===== config.mk =====
export PLATFORM = sky130hd
export DESIGN_NAME = cellrv32_bus_keeper
export DESIGN_NICKNAME = d
export VERILOG_FILES = /design/src/rtl/cellrv32_bus_keeper.sv
export SDC_FILE = /design/constraint.sdc
export NUM_CORES = 1
export LEC_CHECK = 0
export ABC_CLOCK_PERIOD_IN_PS = 2400
export CAP_MARGIN = 20
export CORE_MARGIN = 1
export CORE_UTILIZATION = 52
export DETAILED_ROUTE_END_ITERATION = 10
export GPL_TIMING_DRIVEN = 0
export PLACE_DENSITY = 0.84
export SYNTH_ARGS = -nofsm -noshare
export SYNTH_HDL_FRONTEND = slang
export SYNTH_SLANG_ARGS = --single-unit

===== constraint.sdc =====
create_clock -name clk_i -period 2.4 [get_ports clk_i]
set_input_delay 0.36 -clock clk_i [delete_from_list [all_inputs] [get_ports clk_i]]
set_output_delay 0.36 -clock clk_i [all_outputs]
set_load 0.02 [all_outputs]

===== src/rtl/cellrv32_bus_keeper.sv =====
// Bus keeper for the shared peripheral bus: tracks each switch access, forwards device
// responses, raises a bus error when no device answers in time, and logs the first fault.
module cellrv32_bus_keeper #(
  parameter int TIMEOUT_CYCLES = 255
) (
  input  logic        clk_i,
  input  logic        rstn_i,
  input  logic [31:0] bus_addr_i,
  input  logic        bus_src_i,
  input  logic        bus_re_i,
  input  logic        bus_we_i,
  input  logic        dev_ack_i,
  input  logic        dev_err_i,
  output logic        ack_o,
  output logic        err_o,
  output logic        busy_o,
  output logic        err_valid_o,
  output logic [31:0] err_addr_o,
  output logic        err_src_o,
  output logic        err_rw_o,
  output logic        err_timeout_o,
  input  logic        err_clr_i
);

  localparam int CW = $clog2(TIMEOUT_CYCLES + 1);
  localparam logic [CW-1:0] CNT_LAST = CW'(TIMEOUT_CYCLES - 1);
  localparam logic [CW-1:0] CNT_MAX  = CW'(TIMEOUT_CYCLES);

  typedef enum logic {IDLE, PENDING} state_t;

  state_t        state_q, state_d;
  logic [CW-1:0] cnt_q, cnt_d;
  logic [31:0]   addr_q, addr_d;
  logic          src_q, src_d;
  logic          rw_q, rw_d;
  logic          timeout_q, timeout_d;
  logic          log_valid_q, log_valid_d;
  logic [31:0]   log_addr_q, log_addr_d;
  logic          log_src_q, log_src_d;
  logic          log_rw_q, log_rw_d;
  logic          log_timeout_q, log_timeout_d;

  logic pending, req;

  always_comb begin
    pending = (state_q == PENDING);
    req     = bus_re_i | bus_we_i;
    ack_o   = dev_ack_i & pending & ~dev_err_i;
    err_o   = (dev_err_i & pending) | timeout_q;

    state_d       = state_q;
    cnt_d         = cnt_q;
    addr_d        = addr_q;
    src_d         = src_q;
    rw_d          = rw_q;
    timeout_d     = 1'b0;
    log_valid_d   = log_valid_q;
    log_addr_d    = log_addr_q;
    log_src_d     = log_src_q;
    log_rw_d      = log_rw_q;
    log_timeout_d = log_timeout_q;

    // A new request always restarts tracking, even if it abandons or overlaps the old access.
    if (req) begin
      state_d = PENDING;
      cnt_d   = '0;
      addr_d  = bus_addr_i;
      src_d   = bus_src_i;
      rw_d    = bus_we_i;
    end else if (pending) begin
      if (dev_ack_i | dev_err_i) begin
        state_d = IDLE;
      end else if (cnt_q == CNT_LAST) begin
        state_d   = IDLE;
        timeout_d = 1'b1;
      end else if (cnt_q != CNT_MAX) begin
        cnt_d = cnt_q + CW'(1);
      end
    end

    // The log still sees the tracked access here; a coincident request only lands next cycle.
    if (err_o && (!log_valid_q || err_clr_i)) begin
      log_valid_d   = 1'b1;
      log_addr_d    = addr_q;
      log_src_d     = src_q;
      log_rw_d      = rw_q;
      log_timeout_d = timeout_q;
    end else if (err_clr_i) begin
      log_valid_d = 1'b0;
    end
  end

  always_ff @(posedge clk_i or negedge rstn_i) begin
    if (!rstn_i) begin
      state_q       <= IDLE;
      cnt_q         <= '0;
      addr_q        <= '0;
      src_q         <= 1'b0;
      rw_q          <= 1'b0;
      timeout_q     <= 1'b0;
      log_valid_q   <= 1'b0;
      log_addr_q    <= '0;
      log_src_q     <= 1'b0;
      log_rw_q      <= 1'b0;
      log_timeout_q <= 1'b0;
    end else begin
      state_q       <= state_d;
      cnt_q         <= cnt_d;
      addr_q        <= addr_d;
      src_q         <= src_d;
      rw_q          <= rw_d;
      timeout_q     <= timeout_d;
      log_valid_q   <= log_valid_d;
      log_addr_q    <= log_addr_d;
      log_src_q     <= log_src_d;
      log_rw_q      <= log_rw_d;
      log_timeout_q <= log_timeout_d;
    end
  end

  assign busy_o        = pending;
  assign err_valid_o   = log_valid_q;
  assign err_addr_o    = log_addr_q;
  assign err_src_o     = log_src_q;
  assign err_rw_o      = log_rw_q;
  assign err_timeout_o = log_timeout_q;

endmodule


After elaboration in Yosys (flattened, before gate mapping):

Cells that the tools add are included.

* ROM bits: 0
* bits of input ports: 40
* bits in writable memories: 0
* memories: 0
* word-level logic and storage cells: 45
* latch bits: 0
* register bits: 80

* mux-type cells: 15
* multipliers: 0
* equality and inequality tests: 4
* shift-type cells: 0
* reduce and logical (&&, ||, !) cells: 7
* div/mod/pow operators: 0
* magnitude comparators: 0
* $add $sub $neg: 1
* bitwise logic cells: 7

Operators by type and width (count)
* two-way mux 8 bit: 5
* two-way mux 1 bit: 10
* adder 8 x 1 -> 8 bit (second input constant): 1
* equality test 8 bit (second input constant): 1
* inequality test 8 bit (second input constant): 1
* nonzero test 2 bit: 3
* inequality test 2 bit (second input constant): 2
* AND reduction 4 bit: 1
* bitwise AND 1 bit: 3
* OR 1 bit: 3
* logical AND 1 bit: 1
* logical NOT 1 bit: 1
* logical OR 1 bit: 1
* inverter 1 bit: 1

Longest topological paths before layout:

Gate-level depths: netlist of the first run.

* depth in word-level cells: 6
* mapped depth: 6
* mapped depth without buffers: 6

Worst setup path before layout of the first run:

Ideal clock, no wire load.

* kind: register to register
* start point: register state_q (netlist: busy_o)
* end point: register log_addr_q[10] (netlist: err_addr_o[10])
* arrival time: 1.598 ns
* cell stages (with the launch flop): 6
* data required time: 2.272 ns
* slack: 0.674 ns
* buffers on the path: 2
* path through: dfrtp_1 -> a21o_1 -> and2_1 -> buf_2 -> buf_2 -> mux2_1

* longest elaborated chain between the ends: 3

RTL lines
* start, declared: line 31 `state_t state_q, state_d;`
* start signal, assigned: line 107 `state_q <= state_d;`
* bitwise AND 1 bit: line 49 `err_o = (dev_err_i & pending) | timeout_q;`
* OR 1 bit: line 49
* via err_o: line 15 `output logic err_o,`
* logical AND 1 bit: line 82 `if (err_o && (!log_valid_q || err_clr_i)) begin`
* end signal, assigned: line 114 `log_addr_q <= log_addr_d;`
* end, declared: line 38 `logic [31:0] log_addr_q, log_addr_d;`

The timed path passes the listed nets, and every way through them passes these cells.
A chain may end at the register's enable or synchronous reset.

Final worst setup path of the first run:

* start point: input dev_err_i
* end point: output err_o

* longest elaborated chain between the ends: 2

RTL lines
* start, declared: line 13 `input logic dev_err_i,`
* bitwise AND 1 bit: line 49
* OR 1 bit: line 49
* end, declared: line 15

No other way between the ends.

==> results of run 1 <==
==> how the worst min path moves through the flow <==
stage,start,to,cells after the start
3_3_place_gp,addr_q[22],addr_q[22],2
5_1_grt,rstn_i,err_timeout_o,2
3_5_place_dp,rstn_i,err_addr_o[23],1
4_1_cts,rstn_i,err_timeout_o,2
6_report,rstn_i,addr_q[26],2
2_1_floorplan,rstn_i,addr_q[0],0
==> cells by family (layout without fill, tap and decap cells) <==
group           Yosys count  in the layout
fa+ha+maj                 2              2
flops                    80             80
mux                      34             34
simple gates            131            131
buf+inv                  16            111
xor+xnor                  2              2
compound gates           15             15
==> state kept, by name (all words and copies together) (netlist names) <==
signal	cells
err_rw_o	1
rw_q	1
err_src_o	1
err_timeout_o	1
src_q	1
addr_q	32
err_addr_o	32
timeout_q	1
busy_o	1
cnt_q	8
err_valid_o	1
==> synthesized netlist by cell type (2+ instances only) <==
library cell / n
a21o_1: 2
a21oi_1: 5
buf_2: 4
clkbuf_1: 8
dfrtp_1: 80
ha_1: 2
inv_1: 4
mux2_1: 34
nand2_1: 106
nand2b_1: 2
nand3_1: 3
nor2_1: 8
o31ai_1: 2
or4_1: 2
xnor2_1: 2
==> routing by layer <==
metal	global-route usage, %	up-vias	part of all wire, %
met5	0	-	0
met4	8.93	0	1.3
met3	4.57	11	4.7
li1	-	1092	-
met1	29.9	1090	45
met2	35.8	59	49
==> layout make-up <==
| type | instances | area [µm²] |
|---|---|---|
| Multi-Input combinational cell | 184 | 1090 |
| Timing Repair Buffer | 80 | 816 |
| Inverter | 4 | 15.0 |
| Clock inverter | 4 | 70.1 |
| Tap cell | 75 | 93.8 |
| Fill cell | 398 | 1610 |
| Clock buffer | 11 | 131 |
| Sequential cell | 80 | 2000 |
| Buffer | 12 | 50.0 |
==> stage by stage <==
| step | power (W) | hold WS, ns | util (%) | cells |
|---|---|---|---|---|
| after floorplan | 0.00195 | 0.0644 | - | 280 |
| after global placement | 0.00233 | 0.445 | 68.6 | 433 |
| after detailed placement | 0.00237 | 0.261 | 69.0 | 434 |
| after CTS | 0.00339 | 0.439 | 72.6 | 450 |
| after global routing | 0.00351 | 0.454 | 72.6 | 450 |
| final | 0.00336 | 0.443 | 72.6 | 450 |
==> critical path, cell delays in order <==
cell and delay [ns]:
clkdlybuf4s50_1 0.56, a21o_1 0.17, clkdlybuf4s50_1 0.61
==> timing repair <==
action / 4_1_cts / 5_1_grt
setup endpoints to repair: 0 / 0
hold endpoints to repair: 18 / 0
hold buffers: 1 / 0
==> where the power goes <==
group	switching, W	total (W)	internal [W]
sequential	0.0000850	0.00160	0.00152
combinational	0.000358	0.000733	0.000375
clock	0.000442	0.00102	0.000578
==> impl_metrics.yaml, run 1 <==
floorplan:
  die-area_um2: 6390
  die_y_um: 80.0
  rows: 28
  io_pins: 79
  coreArea_um2: 5890
  fp.dieW_um: 80.0
  start_util_pct: 53.7
cts:
  cts_inserted_buffers: 9
  clk_latency_ns: 0.34
  cts_setup_buffers: 0
  clock_path_buffers: 2
  cts_root_buffer: "clkbuf_8"
  h-tree-depth: 3
  cts-resized-gates: 0
  numClockSinks: 80
  cts.reportedPaths.clkPinSlew_ns: 0.07
  tritoncts: "done"
worst_setup_path:
  r2r-end: "cnt_q[5]"
  startpoint: "dev_err_i"
  start_kind: "input port"
  crit_fanout: 4
  worstPathArrival_ns: 1.71
  worstSetupEndpointType: "primary output"
  ff2ff_path_depth: 6
  cp.required_ns: 2.04
  rr_startpoint: "cnt_q[0]"
  cp-endpoint: "err_o"
  r2r_slack_ns: 0.69
  worstSetupPathType: "in -> out"
timing:
  period_needed_ns: 2.07
  max_clock_freq_ghz: 0.484
  finClkSkew_ns: 0.00628
  tns_ns: 0
  slew_headroom_pct: 62.1
  drv_slew: 0
  grt_setup_unrepaired: "no"
  hold_viol_final: 0
  setup_ws_ns: 0.332
  post-route-period-util_pct: 86.2
  worst_slew_pin_slew_ns: 0.566
  setup_viol: 0
synth:
  synth_top_area_share_pct: 63.3
  yosysTopAreaCell: "dfrtp_1"
  synthFlopType: "dfrtp_1"
  synth-seq-area-share_pct: 63.3
  synth.distinct_cells: 31
  synth-edff-count: 0
  synth_compound_area_share_pct: 3.56
  synth_cells: 280
  synthTopCellsByArea: "dfrtp_1 63%, nand2_1 13%, mux2_1 12%"
  ys_ff_latch: 80
  synth_top_family_by_area: "simple AND/OR/NAND/NOR gates"
  synth-simple-area-share_pct: 17.6
  synthMuxAreaShare_pct: 12.1
  synth_nets: 322
  async_flop_share_pct: 100
  syn_area_um2: 3160
  synth_adder_area_share_pct: 0.792
  synth_xor_area_share_pct: 0.554
  avgSynthCellArea_um2: 11.3
  yosys_warnings: 0
global_route:
  grt-ovfl-total: 0
  grtUsageTotal_pct: 22.4
  antenna_found_initial: 0
  grt_max_degree: 63
  grt_pass1_vias: 2225
  grt_pass1_wl_um: 10600
placed_design:
  dpl-instance-area_um2: 4060
  port_buffers: 78
  pre_cts_ws_ns: 0.165
  dpl.hpwl_um: 4630
  place.gp.congestion: 0.792
finish:
  area_growth_pct: 35.2
  drive_gt1_share_pct: 6.40
  final_cell_mix: "106 x nand2_1, 80 x dfrtp_1, 77 x clkdlybuf4s50_1, 34 x mux2_1, 10 x clkbuf_1"
  fin_nets: 413
  fin_area_um2: 4270
  n_antenna_cell: 0
  final_common_cell: "nand2_1"
min_path:
  hp-class: "in -> async"
power:
  irDropWorstVdd_uv: 455
  p_leak_nw: 1.95
  p_per_area_nw_per_um2: 785
detailed_routing:
  drtPass1Iterations: 4
  drt-vias-per-instance: 5.00
  wl_per_cell_um: 14.2
  drt-initial-drc-count: 117
  vias: 2252
  antenna_left: 0
  wirelength_um: 6390
  drc: 0
run:
  max_cap_viol_count: 0
status:
  status: "completed"
Note: power is estimated with default switching activity, not from simulation.
==> run 2: changes to the inputs <==
- CORE_MARGIN: 1 -> 3
==> impl_metrics.yaml, run 2 (synthesis results as in run 1) <==
status:
  status: "completed"
timing:
  period_needed_ns: 2.10
  grt_setup_unrepaired: "no"
  max_clock_freq_ghz: 0.477
  setup_viol: 0
  slew_headroom_pct: 63.2
  drv_slew: 0
  hold_viol_final: 0
  setup_ws_ns: 0.304
  post-route-period-util_pct: 87.3
  worst_slew_pin_slew_ns: 0.549
  hold_slack_ns: 0.371
  finClkSkew_ns: 0.00458
worst_setup_path:
  startpoint: "dev_err_i"
  worstPathArrival_ns: 1.74
  crit_fanout: 4
  cp.required_ns: 2.04
  worstSetupPathType: "in -> out"
  start_kind: "input port"
  worstSetupEndpointType: "primary output"
  rr_startpoint: "busy_o"
  r2r_slack_ns: 0.67
placed_design:
  place.gp.congestion: 0.799
  dpl.hpwl_um: 4690
  dpl-instance-area_um2: 4060
  pre_cts_ws_ns: 0.122
  dp_cells: 431
  port_buffers: 78
detailed_routing:
  vias: 2260
  wirelength_um: 6500
  drtPass1Iterations: 4
  drc: 0
  wl_per_cell_um: 14.5
  drt-initial-drc-count: 98
  drt-vias-per-instance: 5.04
  antenna_left: 0
floorplan:
  die_y_um: 84.0
  fp.dieW_um: 84.0
  io_pins: 79
  start_util_pct: 55.4
  coreArea_um2: 5710
  rows: 27
  die-area_um2: 7050
finish:
  final_cell_mix: "106 x nand2_1, 80 x dfrtp_1, 77 x clkdlybuf4s50_1, 34 x mux2_1, 10 x clkbuf_8"
  nFillCells: 409
  area_growth_pct: 35.2
  fin_area_um2: 4270
  drive_gt1_share_pct: 7.18
  n_antenna_cell: 0
  fin_nets: 413
  final_cells: 448
  final_common_cell: "nand2_1"
cts:
  clock_path_buffers: 2
  cts_inserted_buffers: 9
  h-tree-depth: 3
  numClockSinks: 80
  hold_buffers: 1
  tritoncts: "done"
  cts.reportedPaths.clkPinSlew_ns: 0.08
  cts_setup_buffers: 0
  cts_root_buffer: "clkbuf_8"
  clk_latency_ns: 0.34
  cts-resized-gates: 0
global_route:
  grt-ovfl-total: 0
  grt_pass1_vias: 2308
  grt_max_degree: 76
  antenna_found_initial: 0
  grtUsageTotal_pct: 20.0
  grt_pass1_wl_um: 11200
power:
  p_leak_nw: 1.95
  p_per_area_nw_per_um2: 781
  irDropWorstVdd_uv: 476
min_path:
  hp-class: "in -> async"
run:
  max_cap_viol_count: 0
==> run 2: cell types whose count changed in the layout (fill, tap and decap cells not counted) <==
cell	delta
clkinv_4	+1
clkbuf_8	+1
inv_6	+1
bufinv_16	-1
clkinvlp_4	+2
clkbuf_1	-2
clkinv_2	-1
==> run 2: path summary, 6_finish.rpt <==
| path | cells past startpoint | to |
|---|---|---|
| setup / recovery | 3 | ack_o |
| hold reg to reg | 2 | addr_q[6] |
| hold / removal | 2 | addr_q[26] |
| setup reg to reg | 5 | err_addr_o[24] |
| max in group asynchronous | 3 | err_addr_o[6] |
| min in group clk_i | 2 | addr_q[6] |
==> run 2: per-layer routing <==
layer / wire [µm] / global-route usage, % / part of all wire (%)
met1: 2890 / 27.3 / 45
met2: 3140 / 31.7 / 48
met3: 366 / 4.24 / 5.6
met4: 95 / 7.02 / 1.5
met5: 0 / 0 / 0
==> run 2: area by class of cell <==
| cell class | count | area, µm² | share of cell area, % |
|---|---|---|---|
| Multi-Input combinational cell | 184 | 1090 | 25.6 |
| Tap cell | 72 | 90.1 | 2.11 |
| Clock buffer | 10 | 138 | 3.22 |
| Buffer | 12 | 50.0 | 1.17 |
| Timing Repair Buffer | 80 | 816 | 19.1 |
| Sequential cell | 80 | 2000 | 46.9 |
| Clock inverter | 6 | 67.6 | 1.58 |
| Inverter | 4 | 15.0 | 0.351 |
==> run 2: report_power, final <==
group | switching, W | internal [W] | total [W]
registers | 0.0000859 | 0.00152 | 0.00160
logic | 0.000357 | 0.000375 | 0.000731
clock network | 0.000489 | 0.000512 | 0.00100
==> run 2: through the flow <==
stage	utilization, %	setup TNS [ns]	total power [W]
finish	74.8	0	0.00334
global route	74.8	0	0.00350
CTS	74.8	0	0.00338
detailed placement	71.0	0	0.00237
global placement	70.6	-137.38	0.00234
floorplan	-	0	0.00195
==> run 2: critical path: stages <==
cell and delay [ns]:
clkdlybuf4s50_1 0.50, and3b_2 0.27, clkdlybuf4s50_1 0.60
==> run 3: changes to the inputs <==
- PLACE_DENSITY: 0.84 -> default
- PLACE_DENSITY_LB_ADDON: default -> 0.15
==> impl_metrics.yaml, run 3 (synthesis results as in run 1) <==
timing:
  finClkSkew_ns: 0.00747
  max_clock_freq_ghz: 0.480
  grt_setup_unrepaired: "no"
  slew_headroom_pct: 59.9
  period_needed_ns: 2.09
  post-route-period-util_pct: 86.9
  setup_viol: 0
  drv_slew: 0
  worst_slew_pin_slew_ns: 0.600
  hold_viol_final: 0
finish:
  area_growth_pct: 34.4
  final_common_cell: "nand2_1"
  n_antenna_cell: 0
  fin_nets: 413
  final_cells: 448
  final_cell_mix: "106 x nand2_1, 80 x dfrtp_1, 77 x clkdlybuf4s50_1, 34 x mux2_1, 12 x clkbuf_1"
  nFillCells: 424
  drive_gt1_share_pct: 6.12
detailed_routing:
  vias: 2252
  drt-vias-per-instance: 5.03
  drtPass1Iterations: 4
  antenna_left: 0
  drt-initial-drc-count: 59
  wirelength_um: 6550
  drc: 0
  wl_per_cell_um: 14.6
worst_setup_path:
  start_kind: "input port"
  r2r-end: "cnt_q[5]"
  ff2ff_path_depth: 6
  worstSetupEndpointType: "primary output"
  max_stage_delay_ns: 0.60
  path_common_cell: "clkdlybuf4s50_1"
  path_delay_family: "buffers and inverters"
  worstPathCellList: "clkdlybuf4s50_1, and3b_2, clkdlybuf4s50_1"
  slowest_stage: "clkdlybuf4s50_1"
  r2r_slack_ns: 0.65
  crit_fanout: 4
  worstSetupPathType: "in -> out"
  worstPathArrival_ns: 1.73
  rr_startpoint: "cnt_q[0]"
  cp_num_buf_inv: 2
  cp.required_ns: 2.04
global_route:
  grtUsageTotal_pct: 20.2
  grt-ovfl-total: 0
  grt_max_degree: 75
  grt_pass1_wl_um: 11300
  grt_pass1_vias: 2386
  antenna_found_initial: 0
power:
  irDropWorstVdd_uv: 487
  power_w: 0.00326
  p_per_area_nw_per_um2: 768
  p_leak_nw: 1.94
cts:
  tritoncts: "done"
  cts.reportedPaths.clkPinSlew_ns: 0.08
  hold_buffers: 1
  cts-resized-gates: 0
  h-tree-depth: 3
  clock_path_buffers: 2
  numClockSinks: 80
  cts_setup_buffers: 0
  clk_latency_ns: 0.34
  cts_root_buffer: "clkbuf_8"
  cts_inserted_buffers: 9
floorplan:
  die_y_um: 84.0
  rows: 27
  die-area_um2: 7050
  start_util_pct: 55.4
  fp.dieW_um: 84.0
  io_pins: 79
  coreArea_um2: 5710
placed_design:
  port_buffers: 78
  place.gp.congestion: 0.834
  dp_cells: 431
  dpl.hpwl_um: 4510
min_path:
  hp-class: "in -> async"
status:
  status: "completed"
run:
  max_cap_viol_count: 0
## run 3: cell types whose count changed in the layout (fill, tap and decap cells not counted), sizes merged
cell      delta
clkinv       -1
inv          -1
clkinvlp     -1
clkbuf       +3
## run 3: worst max-delay path by stage
| stage | startpoint | cells past startpoint | endpoint | slack (ns) |
|---|---|---|---|---|
| 2_1_floorplan | busy_o | 5 | err_addr_o[10] | 0.67 |
| 3_3_place_gp | rstn_i | 1 | err_addr_o[10] | -1.77 |
| 3_5_place_dp | dev_err_i | 6 | err_addr_o[24] | 0.12 |
| 4_1_cts | dev_err_i | 3 | ack_o | 0.31 |
| 5_1_grt | dev_err_i | 3 | ack_o | 0.27 |
| 6_report | dev_err_i | 3 | ack_o | 0.31 |
## run 3: report_power, final
part / internal, W / switching (W)
logic: 0.000375 / 0.000354
clock network: 0.000481 / 0.000450
registers: 0.00152 / 0.0000846
total: 0.00237 / 0.000889
## run 3: routing by layer
metal  share of wire [%]  track usage (%)  vias up
met2                  49             33.0       66
met3                 4.7             3.95       10
met4                 1.7             8.63        0
li1                    -                -     1093
met5                   0                0        -
met1                  45             26.3     1083
## run 3: through the flow
step / util (%) / TNS (ns) / hold WS [ns] / area (µm²) / setup WS, ns
6_report: 74.4 / 0 / 0.368 / 4250 / 0.315
5_1_grt: 74.4 / 0 / 0.359 / 4250 / 0.267
4_1_cts: 74.4 / 0 / 0.360 / 4250 / 0.310
3_5_place_dp: 71.0 / 0 / 0.192 / 4060 / 0.119
3_3_place_gp: 70.6 / -141.19 / 0.445 / 4030 / -1.77
2_1_floorplan: - / 0 / 0.0644 / 3160 / 0.674
## run 3: layout make-up
type / instances / area [µm²] / share of cell area (%)
repair buffers: 80 / 816 / 19.2
clock inverters: 3 / 42.5 / 1.00
well taps: 72 / 90.1 / 2.12
multi-input cells: 184 / 1090 / 25.7
plain buffers: 12 / 50.0 / 1.18
inverters: 4 / 15.0 / 0.353
flip-flops and latches: 80 / 2000 / 47.1
clock buffers: 13 / 139 / 3.27
